## config.mk

```make
export PLATFORM = sky130hd
export DESIGN_NAME = spi_req_arbiter
export DESIGN_NICKNAME = d
export VERILOG_FILES = /design/src/rtl/spi_req_arbiter.sv
export SDC_FILE = /design/constraint.sdc
export NUM_CORES = 1
export LEC_CHECK = 0
export CAP_MARGIN = 10
export CORE_UTILIZATION = 45
export CTS_CLUSTER_DIAMETER = 100
export DETAILED_ROUTE_END_ITERATION = 7
export PLACE_DENSITY_LB_ADDON = 0.1
export SLEW_MARGIN = 20
export SYNTH_ARGS = -nofsm -noshare
export SYNTH_HDL_FRONTEND = slang
export SYNTH_SLANG_ARGS = --single-unit
```

## constraint.sdc

```tcl
create_clock -name clk -period 2.55 [get_ports clk]
set_clock_uncertainty 0.1 [all_clocks]
set_input_delay 0.765 -clock clk [delete_from_list [all_inputs] [get_ports clk]]
set_output_delay 0.765 -clock clk [all_outputs]
set_load 0.03 [all_outputs]
```

## src/rtl/spi_req_arbiter.sv

```systemverilog
// Round-robin arbiter sharing one SPI read engine among N_REQ requesters; req->spi_load 1 cycle, spi_done->ack 1 cycle.
// Backpressure: no new transfer starts while spi_busy is high; only one transfer is in flight at a time.
module spi_req_arbiter #(
  parameter int N_REQ   = 4,
  parameter int AW      = 8,
  parameter int DW      = 8,
  parameter int TIMEOUT = 1024
) (
  input  logic                clk,
  input  logic                rst,
  input  logic [N_REQ-1:0]    req,
  input  logic [N_REQ*AW-1:0] req_addr,
  output logic [N_REQ-1:0]    gnt,
  output logic [N_REQ-1:0]    ack,
  output logic [DW-1:0]       rdata,
  output logic                err,
  output logic                busy,
  output logic                spi_load,
  output logic [AW-1:0]       spi_addr,
  input  logic                spi_busy,
  input  logic                spi_done,
  input  logic [DW-1:0]       spi_rdata
);

  localparam int IW = (N_REQ > 1) ? $clog2(N_REQ) : 1;
  localparam int CW = (TIMEOUT > 1) ? $clog2(TIMEOUT) : 1;

  typedef enum logic [1:0] {
    IDLE  = 2'd0,
    ISSUE = 2'd1,
    WAIT  = 2'd2,
    RESP  = 2'd3
  } state_t;

  state_t          state, state_nx;
  logic [IW-1:0]   ptr, ptr_nx;
  logic [IW-1:0]   idx, idx_nx;
  logic [CW-1:0]   cnt, cnt_nx;

  logic [IW-1:0]   win;
  logic            win_vld;
  logic [IW-1:0]   jj;
  int              j;

  logic [N_REQ-1:0] gnt_nx, ack_nx;
  logic [DW-1:0]    rdata_nx;
  logic             err_nx, busy_nx, load_nx;
  logic [AW-1:0]    addr_nx;

  // Scan from farthest to nearest so the requester closest after ptr wins.
  always_comb begin
    win     = '0;
    win_vld = 1'b0;
    j       = 0;
    jj      = '0;
    for (int off = N_REQ; off >= 1; off--) begin
      j = int'(ptr) + off;
      if (j >= N_REQ) j = j - N_REQ;
      jj = IW'(j);
      if (req[jj]) begin
        win     = jj;
        win_vld = 1'b1;
      end
    end
  end

  always_comb begin
    state_nx = state;
    ptr_nx   = ptr;
    idx_nx   = idx;
    cnt_nx   = cnt;
    addr_nx  = spi_addr;
    rdata_nx = rdata;
    err_nx   = err;
    load_nx  = 1'b0;
    ack_nx   = '0;
    gnt_nx   = '0;

    case (state)
      IDLE: begin
        if (win_vld && !spi_busy) begin
          state_nx = ISSUE;
          idx_nx   = win;
          addr_nx  = req_addr[win*AW +: AW];
          cnt_nx   = '0;
          load_nx  = 1'b1;
        end
      end
      ISSUE: state_nx = WAIT;
      WAIT: begin
        // A completion on the terminal-count cycle is still a good read.
        if (spi_done) begin
          state_nx    = RESP;
          rdata_nx    = spi_rdata;
          err_nx      = 1'b0;
          ack_nx[idx] = 1'b1;
        end else if (cnt == CW'(TIMEOUT - 1)) begin
          state_nx    = RESP;
          rdata_nx    = '0;
          err_nx      = 1'b1;
          ack_nx[idx] = 1'b1;
        end else begin
          cnt_nx = cnt + 1'b1;
        end
      end
      RESP: begin
        state_nx = IDLE;
        ptr_nx   = idx;
      end
      default: state_nx = IDLE;
    endcase

    if (state_nx != IDLE) gnt_nx[idx_nx] = 1'b1;
    busy_nx = (state_nx != IDLE);
  end

  always_ff @(posedge clk or posedge rst) begin
    if (rst) begin
      state <= IDLE;
      ptr   <= IW'(N_REQ - 1);
      idx   <= '0;
      cnt   <= '0;
    end else begin
      state <= state_nx;
      ptr   <= ptr_nx;
      idx   <= idx_nx;
      cnt   <= cnt_nx;
    end
  end

  // Outputs are registered copies of their next-state values.
  always_ff @(posedge clk or posedge rst) begin
    if (rst) begin
      gnt      <= '0;
      ack      <= '0;
      rdata    <= '0;
      err      <= 1'b0;
      busy     <= 1'b0;
      spi_load <= 1'b0;
      spi_addr <= '0;
    end else begin
      gnt      <= gnt_nx;
      ack      <= ack_nx;
      rdata    <= rdata_nx;
      err      <= err_nx;
      busy     <= busy_nx;
      spi_load <= load_nx;
      spi_addr <= addr_nx;
    end
  end

endmodule
```

Word level (Yosys, flattened, before mapping)
Cells that the tools add are included.
- latch bits: 0
- output and inout bits: 27
- register bits: 43
- logic and storage cells: 95
- memories kept: 0
- memory bits (writable): 0
- ROM bits: 0
- bits of input ports: 48
- equal/unequal tests: 7
- multiply operators: 0
- bitwise gates (word level): 0
- $add $sub $neg: 9
- muxes and demuxes: 44
- div/mod/pow operators: 0
- shifts and indexed selects: 1
- reduce and logical (&&, ||, !) cells: 11
- magnitude comparators: 12
- operator list (operator ; number):
    32-bit by 6-bit indexed part select with 8-bit output ; 1
    10-bit two-way mux ; 3
    2-bit two-way mux ; 13
    10-bit one-hot mux with 2 select lines ; 1
    2-bit by 3-bit < comparator with 1-bit output, second input constant ; 6
    4-bit two-way mux ; 4
    8-bit two-way mux ; 2
    1-bit two-way mux ; 14
    10-bit by 1-bit adder with 10-bit output, second input constant ; 1
    10-bit == test, second input constant ; 1
    3-bit >= comparator, second input constant ; 3
    1-bit binary-select mux with 2-bit select ; 4
    2-bit one-hot mux with 4 select lines ; 1
    2-bit by 1-bit subtractor with 2-bit output, second input constant ; 4
    2-bit by 2-bit adder with 3-bit output, second input constant ; 2
    2-bit inequality test, second input constant ; 3
    2-bit nonzero test ; 3
    2-bit by 3-bit adder with 4-bit output, second input constant ; 1
    1-bit demux with 2-bit select ; 2
    2-bit == test, second input constant ; 2
    2-bit by 1-bit >= comparator with 1-bit output, second input constant ; 2
    4-bit by 3-bit >= comparator with 1-bit output, second input constant ; 1
    2-bit AND reduction ; 2
    4-bit AND reduction ; 1
    5 further kinds ; 7

Logic depth before layout (Yosys ltp)
- depth after elaboration: 17
- mapped depth: 9
- gate-level depth less buffers: 9

Worst setup path before layout
OpenSTA, ideal clock, no wires.
- kind: in2reg
- from: input req[0]
- to: register spi_addr[0]
- data required time: 2.311 ns
- stages on the path: 8
- buffers on the path: 3
- arrival time: 1.925 ns
- slack: 0.385 ns
- library setup time: 0.139 ns
- cells stage by stage: nand2b_1 > a21bo_1 > buf_2 > and3_1 > buf_6 > buf_6 > a211oi_1 > a211oi_1
- word-level cells in the longest chain between the ends: 8
- elaborated cells on any way between the ends: 19
- those cells by class: shift (1); mux (16); reduce/logical (2)
- ends and longest elaborated chain (item ; RTL line ; RTL):
    start: declaration ; 11 ; input logic [N_REQ-1:0] req,
    branches (longest 8 deep; another with 32-bit by 6-bit indexed part select with 8-bit output) ; - ;
    end signal: assignment ; 148 ; spi_addr <= addr_nx;
    end: declaration ; 19 ; output logic [AW-1:0] spi_addr,
Parallel ways; which one is timed is not known. The select of a mux whose other input is x is not followed.
A chain may end at the register's enable or synchronous reset.

Final worst setup path
- from: input req[1]
- to: register gnt[3]
- word-level cells in the longest chain between the ends: 14
- elaborated cells on any way between the ends: 28
- those cells by class: order compare (2); mux (23); reduce/logical (3)
- ends and longest elaborated chain (item ; RTL line ; RTL):
    1-bit binary-select mux with 2-bit select ; 60 ; if (req[jj]) begin
    1-bit two-way mux (not written as such) ; 60 ;
    1-bit two-way mux (4 in series) ; 60 ;
    1-bit logical AND ; 81 ; if (win_vld && !spi_busy) begin
    2-bit two-way mux ; 81 ;
    2-bit two-way mux ; 79 ; case (state)
    2-bit by 3-bit < comparator with 1-bit output (not written as such) / 2-bit by 1-bit >= comparator with 1-bit output (equally long branches) ; 113 ; if (state_nx != IDLE) gnt_nx[idx_nx] = 1'b1;
    1-bit logical AND (not written as such) ; 113 ;
    1-bit two-way mux (not written as such) ; 113 ;
    1-bit demux with 2-bit select ; 113 ;
    4-bit two-way mux (*) ; 113 ;
    net gnt_nx[3] ; 45 ; logic [N_REQ-1:0] gnt_nx, ack_nx;
    end signal: assignment ; 142 ; gnt <= gnt_nx;
    end: declaration ; 13 ; output logic [N_REQ-1:0] gnt,
Mark *: on every way through the listed nets, which the timed path passes. The rest lies on a longest branch. The select of a mux whose other input is x is not followed.

==> impl_metrics.json <==
{
  "status": "finished with violations",
  "violations": "design-rule violations",
  "p_leak_nw": 1.43,
  "drive_gt1_share_pct": 17.2,
  "synth_cells": 208,
  "cts.sinks": 43,
  "post-cts-setup-buffer-count": 0,
  "crit_fanout": 6,
  "drt_pass1_iterations": 6,
  "final_util_pct": 72.1,
  "clkTransAtPathRegs_ps": 80,
  "avgRoutedWirePerCell_microns": 14.6,
  "gr-total-overflow": 0,
  "min_period_ps": 2430,
  "num_antenna_cells": 0,
  "grt_max_degree": 44,
  "die-area_sq_um": 5090,
  "slew_violations": 0,
  "fill_cells": 355,
  "max_freq_mhz": 412,
  "wl_met1_microns": 2350,
  "start_util_pct": 48.4,
  "cts_root_buffer": "clkbuf_8",
  "io_pins": 75,
  "grt_pass1_wl_microns": 8780,
  "hp-class": "register to register",
  "numCtsBuffers": 5,
  "highest_layer": "met4",
  "antenna_found_initial": 0,
  "yosysWarnings": 0,
  "ctsResizeCount": 0,
  "tritoncts": "built",
  "holdWs_ps": 404,
  "synth_top_flop_cell": "dfrtp_1",
  "io_buffers": 74,
  "critical_path_class": "primary input to register",
  "ant_nets": 0,
  "die_h_microns": 71.3,
  "nets": 359,
  "clockBufferDepth": 2,
  "powerDensity_nw_per_um2": 1020,
  "setup_violations": 0,
  "rsz0062_at_grt": "no",
  "worstReg2RegStart": "state[0]",
  "drc": 8,
  "synth_seq_area_share_pct": 49.9,
  "regArea_sq_um": 1080,
  "end_kind": "register",
  "dp_cells": 352,
  "fin_crit_sh_pct": 95.2,
  "wirelength_microns": 5250,
  "crit_start": "req[1]",
  "synth_edf_count": 0,
  "min_from": "rdata[2]",
  "htreeDepth": 2,
  "clock_latency_ps": 300,
  "cp.required_ps": 2630,
  "netlist_area_sq_um": 2160,
  "grt_usage_pct": 22.5,
  "syn-num-nets": 260,
  "yosys.cell_types.count": 45,
  "dp_hpwl_microns": 4030,
  "met2_length_microns": 2530,
  "syn_to_final_growth_pct": 49.0,
  "multiInputGateArea_sq_um": 978,
  "coreArea_sq_um": 4470,
  "cap_violations": 0,
  "synth_seq_cells": 43,
  "hold_buffers": 0,
  "wl_met3_microns": 325,
  "syn_area_per_cell_sq_um": 10.4,
  "ys_async_sr_fraction_pct": 100,
  "viasPerCell": 5.32,
  "synth_largest_area_cell": "dfrtp_1",
  "std_cell_rows": 24,
  "slew_headroom_pct": 75.4,
  "routabilityCongestion": 0.771,
  "yosysTopAreaCellShare_pct": 47.4,
  "grt_pass1_vias": 1865,
  "cp.arrival_ps": 2500,
  "start_kind": "primary input",
  "stdcell_count": 360,
  "hold_violations": 0,
  "die_w_microns": 71.3,
  "vdd_drop_max_mv": 0.607,
  "vias": 1915,
  "worst_pin_slew_ps": 366,
  "ys_top_cells_by_area": "dfrtp_1 (47%), a211oi_1 (5.6%), mux2i_1 (3.7%)",
  "first_iter_violations": 102
}
[cell families (layout without fill, tap and decap cells)]
kind of cell / count (synthesis) / after routing / synth area share, %
AO/OA/AOI/OAI: 56 / 56 / 19.3
buffers and inverters: 23 / 123 / 4.92
flip-flops: 43 / 43 / 49.9
multiplexers: 10 / 10 / 4.74
adder cells (fa/ha/maj): 4 / 4 / 2.31
XOR/XNOR: 2 / 2 / 0.810
AND/OR/NAND/NOR: 70 / 70 / 18.1
[state kept, by name, summed over array words and instances, names as in the netlist]
register,flops
idx,2
rdata,8
busy,1
err,1
spi_addr,8
gnt,4
state,2
spi_load,1
cnt,10
ack,4
ptr,2
[worst max-delay path, stage by stage]
cell and delay, ps:
clkdlybuf4s50_1 470, nor4_1 400, o21ai_2 160, o221ai_1 290, nor2b_1 200, buf_4 150, nor3_1 60
[per-layer routing]
layer	global-route usage (%)	vias up
li1	-	962
met1	30.1	899
met2	35.9	52
met3	5.20	2
met4	8.00	0
met5	0	-
[where the power goes]
part           internal, W  total, W  switching, W
clock network     0.000190  0.000423      0.000232
logic             0.000834   0.00179      0.000958
registers         0.000927   0.00108      0.000151
total              0.00195   0.00329       0.00134
[stage by stage]
stage / power [W] / area (sq um) / TNS [ps] / worst slack, ps
6_report: 0.00329 / 3220 / 0 / 123
5_1_grt: 0.00351 / 3220 / 0 / 49.2
4_1_cts: 0.00332 / 3220 / 0 / 158
3_5_place_dp: 0.00288 / 3140 / -1840 / -153
3_3_place_gp: 0.00285 / 3140 / -1110 / -100
2_1_floorplan: 0.00211 / 2160 / 0 / 385
[cells in the final DEF, fill, tap and decap left out, types with 3 or more instances in the layout]
master,instances
clkdlybuf4s50_1,74
dfrtp_1,41
buf_4,23
nor2_1,16
a211oi_1,16
inv_1,14
nand2_1,12
a31oi_1,9
mux2i_1,8
a22o_1,8
o21ai_0,6
nor3_1,5
a21oi_1,5
clkbuf_8,5
nand2b_1,4
nand3_1,4
ha_1,4
or2_2,3
and3_1,3
nand4_1,3
or3_1,3
[Yosys cell counts, types with 4 or more instances]
master and number:
a211oi_1 16, a21oi_1 5, a22o_1 8, a31oi_1 9, buf_2 4, dfrtp_1 41, ha_1 4, inv_1 14
mux2i_1 8, nand2_1 12, nand2b_1 4, nand3_1 4, nor2_1 16, nor3_1 5, o21ai_0 6
[worst paths after layout]
kind	end	slack (ps)	cells past startpoint
setup / recovery	gnt[3]	120	7
hold / removal	rdata[2]	400	1
setup reg to reg	cnt[4]	450	7
hold reg to reg	rdata[2]	400	1
max in group asynchronous	ptr[0]	1350	3
min in group asynchronous	spi_load	730	3
[final cells by class]
cell class	count	area share, %
sequential	43	33.4
multi-input combinational	142	30.3
timing repair buffer	99	29.6
clock buffer	5	2.13
tap	52	2.02
inverter	16	1.86
clock inverter	3	0.621
Note: power is estimated with default switching activity, not from simulation.
==> patch 1: new RTL, same flow settings <==
Encoding of `state_t`: now one-hot (4 bits for 4 states).
--- a/src/rtl/spi_req_arbiter.sv
+++ b/src/rtl/spi_req_arbiter.sv
@@ -26,9 +26,9 @@
   localparam int CW = (TIMEOUT > 1) ? $clog2(TIMEOUT) : 1;
 
-  typedef enum logic [1:0] {
-    IDLE  = 2'd0,
-    ISSUE = 2'd1,
-    WAIT  = 2'd2,
-    RESP  = 2'd3
+  typedef enum logic [3:0] {
+    IDLE  = 4'b0001,
+    ISSUE = 4'b0010,
+    WAIT  = 4'b0100,
+    RESP  = 4'b1000
   } state_t;
 
Check against the original RTL: no difference found for any inputs over 10 cycles, from zero or initial values and one cycle with rst high; not proved beyond that.
==> patch 1 against the unedited design <==
Power fell by 7.8%; area after synthesis rose by 1.8%; final cell count did not move; largest power group unchanged; cell area rose by 0.85%; die area rose by 1.7%; worst setup slack got worse by 70 ps; critical path depth did not move; routed wire length fell by 8.7%; first-iteration DRC count rose by 8.8%; count of clock-buffer cells in the layout rose by 2; sequential power barely moved; sequential cell count rose by 2.
==> patch 1: results (changes against the unedited design) <==
stage,metric,value,unit,change
run_status,status,"finished, final reports clean",,
grt,Total GRT Usage,20.3,%,-2.1 points
detailed_routing,Initial DRC Count,111,,+8.8%
grt,largest net degree at the start of global routing,25,,-43%
cts,clock buffer depth,2,,unchanged
final_layout,Reg area,1130,µm²,+4.8%
final_layout,Signal inverters,9,,-7
final_layout,clkbuf count,7,,+2
grt,global routing usage on met2,33.0,%,-2.9 points
critical_path,Worst path slowest cell,or4b_1,,
critical_path,CP endpoint,spi_addr[3]$_DFFE_PP0P_,,
final_layout,share of cells above drive strength 1,15.4,%,-1.8 points
hold_path,WHS Endpoint,spi_addr[2]$_DFFE_PP0P_,,
final_layout,Buffers excl. clock,91,,-8.1%
final_layout,multi-input gates,140,,-1.4%
hold_path,Hold Crit Start,spi_addr[2]$_DFFE_PP0P_,,
final_layout,Filler Cell Count,385,,+8.5%
detailed_routing,Post-Route WL,4790,µm,-8.7%
yosys,"Seq/Total Area, Yosys",51.3,%,+1.5 points
placement,hpwl dp,3550,µm,-12%
final_layout,area of the multi-input gates,995,µm²,+1.7%
cts,PostCTS Resize Cnt,0,,unchanged
final_layout,final net count,341,,-5.0%
grt,routing usage on met3,7.92,%,+2.7 points
placement,Placer Congestion,0.739,,-4.2%
critical_path,WP data arrival,2580,ps,+80 ps
yosys,Post-Synthesis Cells,207,,-0.48%
detailed_routing,met3 WL,402,µm,+24%
detailed_routing,WL met1,2020,µm,-14%
detailed_routing,first-pass detailed-route iteration total,4,,-2
detailed_routing,vias per cell,5.23,,-1.7%
critical_path,max incr delay on CP,540,ps,+70 ps
detailed_routing,Top Layer Used,met4,,
grt,first-pass GRT wire length,8150,µm,-7.2%
yosys,synth warn,0,,unchanged
yosys,Post-synth top cells,"dfrtp_1 (42), nand2_1 (16), nor2_1 (15)",,
grt,vias in the first global route,1823,,-2.3%
final_layout,seq_cells,45,,+4.7%
sta,Max-Slew Margin vs Limit,68.0,%,-7.4 points
critical_path,R2R depth,6,,-1
critical_path,worst r2r src,state[0]$_DFF_PP1_,,
yosys,Synth cell types,41,,-8.9%
detailed_routing,Met2 Wirelength,2300,µm,-9.2%
yosys,post-synth net total,256,,-1.5%
critical_path,crit path launch,spi_busy,,
grt,M1 GR Usage,24.5,%,-5.6 points
yosys,synth top area cells,"dfrtp_1 (48%), mux2i_1 (5.5%), dfstp_2 (3.6%)",,
cts,CTS Root Cell,clkbuf_8,,
sta,Final Hold Viols,0,,unchanged
power_and_ir_drop,Max VDD drop,426,µV,-30%
power_and_ir_drop,Psw,1.11,mW,-17%
final_layout,Clock buf/inv share,3.58,%,+0.82 points
final_layout,signal buffers share of area,27.5,%,-2.1 points
hold_path,worst hold path depth,2,,+1
power_and_ir_drop,leakage,1.38,nW,-3.6%
patch 1: logic make-up after synthesis:
family / Yosys count / synth area share, %
AOI/OAI and AO/OA: 42 / 13.8
xor gates and xnor gates: 7 / 2.78
adders and majority gates: 1 / 0.568
buffers and inverters: 22 / 4.43
DFF: 45 / 51.3
muxes: 19 / 9.03
and+or+nand+nor: 71 / 18.1
patch 1: metrics by stage:
stage,instance area [µm²],power [mW],worst slack (ps),hold slack (ps),TNS [ps]
after detailed placement,3130,2.51,-250,372,-2510
final,3250,3.03,53.1,387,0
after CTS,3250,3.06,56.8,390,0
after floorplan,2200,1.89,303,374,0
after global routing,3250,3.21,-12.8,403,-16.3
after global placement,3130,2.49,-180,370,-1940
patch 1: power groups by stage:
stage	Sequential, mW	Clock, mW	Combinational, mW
floorplan	1.38	0	0.518
global placement	1.08	0	1.40
detailed placement	1.09	0	1.42
CTS	1.08	0.557	1.42
global route	1.10	0.591	1.51
finish	1.08	0.544	1.41
==> patch 2: new RTL, same settings <==
Without the edit above. The parameter `AW` goes from 8 to 9.
--- a/src/rtl/spi_req_arbiter.sv
+++ b/src/rtl/spi_req_arbiter.sv
@@ -3,5 +3,5 @@
 module spi_req_arbiter #(
   parameter int N_REQ   = 4,
-  parameter int AW      = 8,
+  parameter int AW      = 9,
   parameter int DW      = 8,
   parameter int TIMEOUT = 1024
Interface: changed (resized req_addr and spi_addr); port bits go from 75 to 80. No check against the original RTL was run, so the function may have changed too.
==> patch 2 against the unedited design <==
Combinational power is 3% higher; area after synthesis increased by 0.52%; sequential power rose by 6%; global-route usage decreased by 0.44 points; routed wire length fell by 1.7%; cell area shrank 0.66%; sequential cell count increased by 1; worst setup slack improved by 52 ps; via count down 5.3%; power up 3.8%; sequential share of layout area grew 1.0 points.
==> patch 2: results (changes against the unedited design) <==
stage,metric,value,unit,change
yosys,Post-synth top cells,"dfrtp_1 (42), mux2i_1 (19), nand2_1 (15)",,
detailed_routing,Post-Route WL,5160,µm,-1.7%
sta,Max-Slew Margin vs Limit,62.9,%,-13 points
final_layout,share of cells above drive strength 1,13.1,%,-4.1 points
run_status,status,"finished, final reports clean",,
yosys,Synth cell types,42,,-6.7%
detailed_routing,Initial DRC Count,44,,-57%
critical_path,WP data arrival,2470,ps,-30 ps
yosys,area fraction in compound gates after synthesis,12.0,%,-7.3 points
yosys,"Seq/Total Area, Yosys",50.7,%,+0.89 points
yosys,mux contribution to synthesized area,10.4,%,+5.7 points
yosys,Synth Area in Adders,2.30,%,-0.012 points
final_layout,Regs by FF count,"cnt (10), spi_addr (9), rdata (8)",,
detailed_routing,first-pass detailed-route iteration total,4,,-2
detailed_routing,met3 WL,400,µm,+23%
grt,vias in the first global route,1837,,-1.5%
yosys,Mapped Avg Cell Area,11.4,µm²,+9.5%
yosys,post-synth net total,247,,-5.0%
yosys,XOR/XNOR Fraction of Synth Area,3.22,%,+2.4 points
critical_path,crit path launch,req[3],,
final_layout,final net count,338,,-5.8%
power_and_ir_drop,Max VDD drop,680,µV,+12%
hold_path,Hold Crit Start,spi_addr[7]$_DFFE_PP0P_,,
placement,Port-buffer cells,79,,+6.8%
placement,hpwl dp,3810,µm,-5.3%
power_and_ir_drop,leakage,1.44,nW,+0.43%
detailed_routing,WL met1,2390,µm,+1.4%
yosys,synth top area cells,"dfrtp_1 (48%), mux2i_1 (8.7%), o221ai_1 (4.0%)",,
patch 2: cell types whose count changed in the layout (fill, tap and decap cells not counted), moves of 3 or more:
cell	change
inv_1	-6
mux2i_1	+11
xnor2_1	+7
clkdlybuf4s50_1	+5
o221ai_1	+7
nor3_1	+5
a21oi_1	-3
or3_1	-3
nand2_1	+3
buf_4	-13
nor2_1	-6
a31oi_1	-7
a211oi_1	-16
patch 2: kinds of logic after synthesis:
kind of cell / Yosys count
buffers and inverters: 19
multiplexers: 22
XOR/XNOR: 8
flip-flops: 44
adder cells (fa/ha/maj): 4
AND/OR/NAND/NOR: 62
AO/OA/AOI/OAI: 32
patch 2: worst paths after layout:
path / endpoint / slack, ps / depth (start not counted)
setup / recovery: gnt[0]$_DFF_PP0_ / 170 / 7
hold / removal: spi_addr[7]$_DFFE_PP0P_ / 390 / 2
setup reg to reg: gnt[0]$_DFF_PP0_ / 350 / 8
hold reg to reg: spi_addr[7]$_DFFE_PP0P_ / 390 / 2
max in group asynchronous: ptr[1]$_DFFE_PP1N_ / 1350 / 3
min in group asynchronous: rdata[6]$_DFFE_PP0P_ / 730 / 3
patch 2: cell type report:
| class | count | area, µm² |
|---|---|---|
| clock inverters | 1 | 5.00 |
| multi-input cells | 128 | 970 |
| well taps | 52 | 65.1 |
| flip-flops and latches | 44 | 1100 |
| repair buffers | 93 | 946 |
| fillers | 316 | 1300 |
| clock buffers | 7 | 76.3 |
| inverters | 10 | 37.5 |
patch 2: per-stage QoR:
stage / TNS [ps] / cells / worst slack (ps)
floorplan: 0 / 191 / 479
global placement: -630 / 327 / -109
detailed placement: -1730 / 327 / -129
CTS: 0 / 335 / 160
global route: 0 / 335 / 20.0
finish: 0 / 335 / 174
patch 2: per-layer routing:
| layer | global-route usage [%] | up-vias |
|---|---|---|
| li1 | - | 874 |
| met1 | 28.8 | 856 |
| met2 | 34.0 | 74 |
| met3 | 7.74 | 10 |
| met4 | 8.28 | 0 |
| met5 | 0 | - |
patch 2: worst max-delay path, cell delays in order:
cell and delay (ps):
clkdlybuf4s50_1 550, nor4_2 80, or3_4 360, inv_1 130
mux2i_2 280, inv_1 100, nor3_1 190
patch 2: power by group:
group	switching [mW]	internal [mW]	leakage (nW)
sequential	0.175	0.977	0.561
clock	0.218	0.192	0.0422
combinational	0.982	0.872	0.834
total	1.37	2.04	1.44
